## src/rtl/mdu_pkg.sv

```systemverilog
// -----------------------------------------------------------------------------
// mdu_pkg
//   Definitions shared by the multiply/divide unit blocks (divider and
//   multiplier) that feed the MIPS HI/LO registers.
//
//   Contents:
//     DIV_OP_*     encodings of the divider's 2-bit div_op request
//     div_state_t  divider control states
//     DIV_ITERS    quotient bits produced, one per CALC cycle
//     mag32/neg32  helpers for turning signed operands into magnitudes and back
// -----------------------------------------------------------------------------
package mdu_pkg;

  // div_op request encodings. 2'b11 is not a request and is treated like NONE.
  localparam logic [1:0] DIV_OP_NONE = 2'b00;
  localparam logic [1:0] DIV_OP_U    = 2'b01;
  localparam logic [1:0] DIV_OP_S    = 2'b10;

  // One quotient bit is retired per CALC cycle.
  localparam int DIV_ITERS = 32;

  typedef enum logic [1:0] {
    IDLE = 2'd0,
    CALC = 2'd1,
    FIX  = 2'd2
  } div_state_t;

  // Two's complement negate, 32 bits, wrapping.
  function automatic logic [31:0] neg32(input logic [31:0] v);
    return (~v) + 32'd1;
  endfunction

  // Unsigned magnitude of a signed 32-bit value. 0x8000_0000 maps to itself,
  // which is the correct unsigned magnitude of -2^31.
  function automatic logic [31:0] mag32(input logic [31:0] v);
    return v[31] ? neg32(v) : v;
  endfunction

endpackage

```

## src/rtl/div_radix2.sv

```systemverilog
// -----------------------------------------------------------------------------
// div_radix2
//   Multi-cycle radix-2 restoring integer divider for the MIPS HI/LO unit.
//   Produces the {remainder, quotient} image committed by DIV/DIVU. The owning
//   ALU starts a division by presenting a request while done is high and
//   commits result on the rising edge of done.
//
//   A signed division is performed on unsigned magnitudes; the signs of the
//   quotient and remainder are restored in a single FIX cycle after the 32
//   shift/subtract iterations. Divide-by-zero returns quotient all-ones and
//   the original dividend as remainder for both signed and unsigned requests.
//
//   Ports:
//     clk       in   1   system clock
//     rst       in   1   synchronous active-high reset
//     div_op    in   2   2'b10 signed DIV, 2'b01 unsigned DIVU, else no request
//     dividend  in  32   rs operand, sampled only on the accept edge
//     divisor   in  32   rt operand, sampled only on the accept edge
//     result    out 64   {remainder, quotient} (HI:LO image), registered
//     done      out  1   high when idle/finished, low while dividing
//
//   Timing: accept on edge E0, CALC on E1..E32, FIX on E33. done is low for
//   exactly 33 cycles and a new request is accepted on the first edge after
//   done returns high.
// -----------------------------------------------------------------------------
module div_radix2
  import mdu_pkg::*;
(
  input  logic        clk,
  input  logic        rst,
  input  logic [1:0]  div_op,
  input  logic [31:0] dividend,
  input  logic [31:0] divisor,
  output logic [63:0] result,
  output logic        done
);

  localparam logic [5:0] LAST_ITER = 6'(DIV_ITERS - 1);

  // ---------------------------------------------------------------------------
  // State and datapath registers
  // ---------------------------------------------------------------------------
  div_state_t  state_reg, state_next;

  logic [5:0]  cnt_reg;          // iteration counter, 0..31 during CALC
  logic [32:0] rem_reg;          // partial remainder
  logic [31:0] quo_reg;          // dividend magnitude shifting out, quotient in
  logic [31:0] dvsr_mag_reg;     // divisor magnitude
  logic [31:0] dividend_reg;     // dividend as presented, for divide-by-zero
  logic        neg_q_reg;        // quotient must be negated in FIX
  logic        neg_r_reg;        // remainder must be negated in FIX
  logic        div_zero_reg;     // divisor was zero
  logic [63:0] result_reg;

  // Control decode
  logic        accept;
  logic        req_valid;

  // One shift/subtract step
  logic [33:0] rem_shift;
  logic [33:0] trial;
  logic [32:0] rem_step;
  logic [31:0] quo_step;

  // Sign fix-up
  logic [31:0] q_fix;
  logic [31:0] r_fix;

  assign req_valid = (div_op == DIV_OP_U) || (div_op == DIV_OP_S);

  // ---------------------------------------------------------------------------
  // FSM: state register
  // ---------------------------------------------------------------------------
  always_ff @(posedge clk) begin
    if (rst) begin
      state_reg <= IDLE;
    end else begin
      state_reg <= state_next;
    end
  end

  // ---------------------------------------------------------------------------
  // FSM: next state and outputs. done decodes the state register only, so no
  // input reaches an output combinationally.
  // ---------------------------------------------------------------------------
  always_comb begin
    state_next = state_reg;
    done       = 1'b0;
    accept     = 1'b0;
    case (state_reg)
      IDLE: begin
        done = 1'b1;
        if (req_valid) begin
          accept     = 1'b1;
          state_next = CALC;
        end
      end
      CALC: begin
        if (cnt_reg == LAST_ITER) begin
          state_next = FIX;
        end
      end
      FIX: begin
        state_next = IDLE;
      end
      default: begin
        state_next = IDLE;
      end
    endcase
  end

  // ---------------------------------------------------------------------------
  // Restoring step: shift {rem, quo} left one bit, try subtracting the
  // divisor, keep the difference and set the quotient bit if it did not go
  // negative. The partial remainder is always below the divisor, so the
  // shifted value fits in 33 bits; the extra top bit of the subtraction just
  // carries the borrow.
  // ---------------------------------------------------------------------------
  always_comb begin
    rem_shift = {rem_reg, quo_reg[31]};
    trial     = rem_shift - {2'b00, dvsr_mag_reg};
    quo_step  = {quo_reg[30:0], 1'b0};
    rem_step  = rem_shift[32:0];
    if (!trial[33]) begin
      rem_step    = trial[32:0];
      quo_step[0] = 1'b1;
    end
  end

  // ---------------------------------------------------------------------------
  // Sign restoration and divide-by-zero override for the FIX cycle.
  // The signed overflow case -2^31 / -1 has both signs negative, so the
  // magnitude quotient 0x8000_0000 is passed through unnegated and wraps.
  // ---------------------------------------------------------------------------
  always_comb begin
    if (div_zero_reg) begin
      q_fix = 32'hFFFF_FFFF;
      r_fix = dividend_reg;
    end else begin
      q_fix = neg_q_reg ? neg32(quo_reg)       : quo_reg;
      r_fix = neg_r_reg ? neg32(rem_reg[31:0]) : rem_reg[31:0];
    end
  end

  // ---------------------------------------------------------------------------
  // Datapath registers
  // ---------------------------------------------------------------------------
  always_ff @(posedge clk) begin
    if (rst) begin
      cnt_reg      <= 6'd0;
      rem_reg      <= 33'd0;
      quo_reg      <= 32'd0;
      dvsr_mag_reg <= 32'd0;
      dividend_reg <= 32'd0;
      neg_q_reg    <= 1'b0;
      neg_r_reg    <= 1'b0;
      div_zero_reg <= 1'b0;
      result_reg   <= 64'd0;
    end else begin
      case (state_reg)
        IDLE: begin
          if (accept) begin
            cnt_reg      <= 6'd0;
            rem_reg      <= 33'd0;
            dividend_reg <= dividend;
            div_zero_reg <= (divisor == 32'd0);
            if (div_op == DIV_OP_S) begin
              quo_reg      <= mag32(dividend);
              dvsr_mag_reg <= mag32(divisor);
              neg_q_reg    <= dividend[31] ^ divisor[31];
              neg_r_reg    <= dividend[31];
            end else begin
              quo_reg      <= dividend;
              dvsr_mag_reg <= divisor;
              neg_q_reg    <= 1'b0;
              neg_r_reg    <= 1'b0;
            end
          end
        end
        CALC: begin
          rem_reg <= rem_step;
          quo_reg <= quo_step;
          cnt_reg <= cnt_reg + 6'd1;
        end
        FIX: begin
          result_reg <= {r_fix, q_fix};
        end
        default: begin
          cnt_reg <= 6'd0;
        end
      endcase
    end
  end

  assign result = result_reg;

endmodule

```

## config.mk

```make
export PLATFORM = sky130hd
export DESIGN_NAME = div_radix2
export DESIGN_NICKNAME = d
export VERILOG_FILES = /design/src/rtl/mdu_pkg.sv /design/src/rtl/div_radix2.sv
export SDC_FILE = /design/constraint.sdc
export NUM_CORES = 1
export LEC_CHECK = 0
export ABC_AREA = 1
export BUFFER_PORTS_ARGS = -buffer_cell sky130_fd_sc_hd__buf_2
export CORE_UTILIZATION = 60
export CTS_CLUSTER_DIAMETER = 100
export DETAILED_ROUTE_END_ITERATION = 8
export PLACE_DENSITY = 0.82
export SETUP_SLACK_MARGIN = 0.3
export SLEW_MARGIN = 20
export SYNTH_ARGS = -nofsm -noshare
export SYNTH_HDL_FRONTEND = slang
export SYNTH_SLANG_ARGS = --single-unit
```

## constraint.sdc

```tcl
create_clock -name clk -period 2.5 [get_ports clk]
set_input_delay 0.75 -clock clk [delete_from_list [all_inputs] [get_ports clk]]
set_output_delay 0.75 -clock clk [all_outputs]
set_load 0.005 [all_outputs]
```

==> results by group <==
Setup path
  • Crit path max fanout: 7
  • Worst path arrival time: 2.63 ns
  • Setup Crit Path Kind: flip-flop to flip-flop
  • Worst setup EP type: flip-flop
  • Worst endpoint required time: 2.90 ns
  • CP startpoint kind: flip-flop

Floorplan
  • Placement Rows: 55
  • Core Region: 22800 sq um
  • Die ar.: 24100 sq um
  • DIE WIDTH: 155 microns
  • Initial Utilization: 61.6%
  • Vert. Die Dim: 155 microns
  • Io pins: 133

Cells and area
  • Final #Nets: 2552
  • Max FFs per register: 64
  • Diode count: 0
  • Area growth syn-to-layout: 21.8%
  • Ratio of cells with drive above 1 in the final layout: 18.8%

Placement
  • Dpl ws: 0.0133 ns
  • Routability cong.: 1.04
  • DP Wirelength: 35.8 mm
  • Number of I/O port buffers: 132

STA
  • Fmax: 448 MHz
  • Final WS setup: 0.270 ns
  • Fin crit period: 2.23 ns
  • Ratio of final minimum period to clock period: 89.2%
  • Clock skew: 0.0375 ns
  • Transition time of the tightest slew-check pin: 0.897 ns
  • Setup TNS: 0 ns
  • Final hold violations: 0
  • Final Setup Violations: 0
  • Slew headroom: 39.4%
  • RSZ-0062 raised after global routing: yes
  • Final Max Slew Viols: 0

Synth
  • Yosys warns: 0
  • Syn_nets: 2394
  • Seq/Total Area, Yosys: 29.0%
  • EDFF count, synth: 0
  • Synth Flop Type: dfxtp_1
  • Cells after Synth: 2287
  • Cell area after synthesis: 14100 sq um
  • Yosys reg bits: 204
  • Avg Cell Area, Syn: 6.15 sq um
  • Yosys cell types: 52
  • Share of flip-flops with an asynchronous set or reset: 0%

GRT
  • Number of global-route vias before repair: 14400
  • Antenna violations before repair: 0
  • Largest net degree at the start of global routing: 65
  • Total GRT Usage: 38.8%
  • GRT overflow: 0
  • First-pass GRT wire length: 74.5 mm

Detailed routing
  • Met3 Wirelength: 4.95 mm
  • ANT nets after route: 0
  • M1 WL: 20.1 mm
  • DRT iter0 DRCs: 1622
  • Top Metal Used: met4
  • Final WL: 47.7 mm
  • DR WL/cell: 17.2 microns
  • Met2 wire len: 20.9 mm
  • Drt via density: 5.75
  • Drt drc: 0
  • DRT Pass-1 Iters: 5
  • Vias: 15900

Clock network
  • Reg clk slew, reported paths: 0.06 ns
  • H-tree depth: 1
  • Root buf cell: clkbuf_16
  • Hold Buf Count CTS: 0
  • CTS Buf Count: 23
  • Clock sinks: 204
  • CTS tree: done
  • Bufs on Longest Clock Path: 3
  • Clk_lat worst skew: 0.54 ns

Pwr
  • Leakage: 8.45 nW
  • Power Total: 13.1 mW
  • Max VDD drop: 535 uV
  • Power per cell area: 765 nW/um^2

Min path
  • Hold WC Path Type: flip-flop to flip-flop

Outcome
  • Status: completed

Job
  • Max cap viols: 0
power by group:
group | switching, mW | total, mW | leakage, nW | internal (mW)
logic | 3.70 | 5.81 | 6.39 | 2.10
registers | 0.274 | 3.83 | 1.68 | 3.56
clock network | 1.41 | 3.46 | 0.372 | 2.05
cells in the mapped netlist (7+ instances only):
cell	instances	area share [%]
o221ai_1	13	0.81
xor2_1	43	2.7
nand4_1	30	1.3
a31oi_1	23	1.0
inv_1	325	8.7
or2_2	7	0.31
ha_1	38	3.4
buf_2	20	0.71
a21oi_1	156	5.6
nand2_2	9	0.40
nor2_2	8	0.36
o211ai_1	10	0.53
nand3b_1	15	0.80
o21ai_1	9	0.32
nand2_1	597	16
nor3_1	29	1.0
nand3_1	193	6.9
o22ai_1	23	1.0
o21ai_0	134	4.8
a211oi_1	16	0.85
xnor2_1	24	1.5
clkbuf_1	62	1.7
nor2_1	233	6.2
dfxtp_1	204	29
routing by layer:
layer / vias to the layer above / track usage [%]
met3: 117 / 6.30
met5: - / 0
li1: 7711 / -
met4: 0 / 13.6
met2: 839 / 61.2
met1: 7276 / 53.4
cell families (layout without fill, tap and decap cells):
| kind of cell | after synthesis | count (layout) | share of synthesized area, % |
|---|---|---|---|
| compound gates | 409 | 409 | 16.4 |
| buf+inv | 422 | 592 | 11.7 |
| flops | 204 | 204 | 29.0 |
| simple gates | 1146 | 1148 | 35.2 |
| xor+xnor | 67 | 67 | 4.17 |
| fa+ha+maj | 39 | 39 | 3.52 |
worst paths after layout:
path,start,endpoint,slack [ns],cells after the start
worst max register to register,dvsr_mag_reg[10],rem_reg[32],0.27,15
worst max-delay path,dvsr_mag_reg[10],rem_reg[32],0.27,15
worst min-delay path,dividend_reg[29],dividend_reg[29],0.45,2
worst min register to register,dividend_reg[29],dividend_reg[29],0.45,2
layout make-up:
| cell class | count | area, sq um |
|---|---|---|
| sequential | 204 | 4140 |
| tap | 313 | 392 |
| clock buffer | 30 | 652 |
| inverter | 332 | 1260 |
| fill | 1875 | 5720 |
| clock inverter | 9 | 118 |
| multi-input combinational | 1663 | 9080 |
| timing repair buffer | 221 | 1490 |
layout by cell type, fill, tap and decap left out, types with 24 or more instances in the layout:
cell,netlist,routed
inv_1,325,302
nand4_1,30,30
nor2_1,233,223
xor2_1,43,43
buf_2,20,132
a21oi_1,156,151
nor3_1,29,26
nand2_2,9,24
dfxtp_1,204,168
ha_4,0,30
nand2_1,597,572
nand3_1,193,185
dfxtp_2,0,31
buf_4,0,75
o21ai_0,134,133
critical path: stages (launching register included):
cell and delay, ns:
dfxtp_1 0.36, inv_1 0.09, ha_4 0.24, nand2_1 0.07, nand2_1 0.06, nand2_1 0.06
nand2_1 0.11, a21oi_4 0.22, nand2_4 0.10, nand2_8 0.10, nand3_4 0.17, buf_4 0.21
nand2_4 0.10, nand2_1 0.06, nand3_1 0.09, nand2_1 0.06
timing repair:
item / 4_1_cts / 5_1_grt
setup buffers: 2 / 17
pin swaps: 3 / 23
gates cloned: 1 / 2
endpoints found under the hold margin: 0 / 0
setup endpoints to repair: 34 / 45
resized for setup: 88 / 101
through the flow:
stage	instances	hold slack [ns]	utilization [%]	area, sq um
after floorplan	2287	0.427	-	14100
after global placement	2711	0.437	67.3	15400
after detailed placement	2711	0.444	67.3	15400
after CTS	2753	0.453	73.0	16700
after global routing	2772	0.472	75.0	17100
final	2772	0.452	75.0	17100
Power figures use the tool's default switching activity.
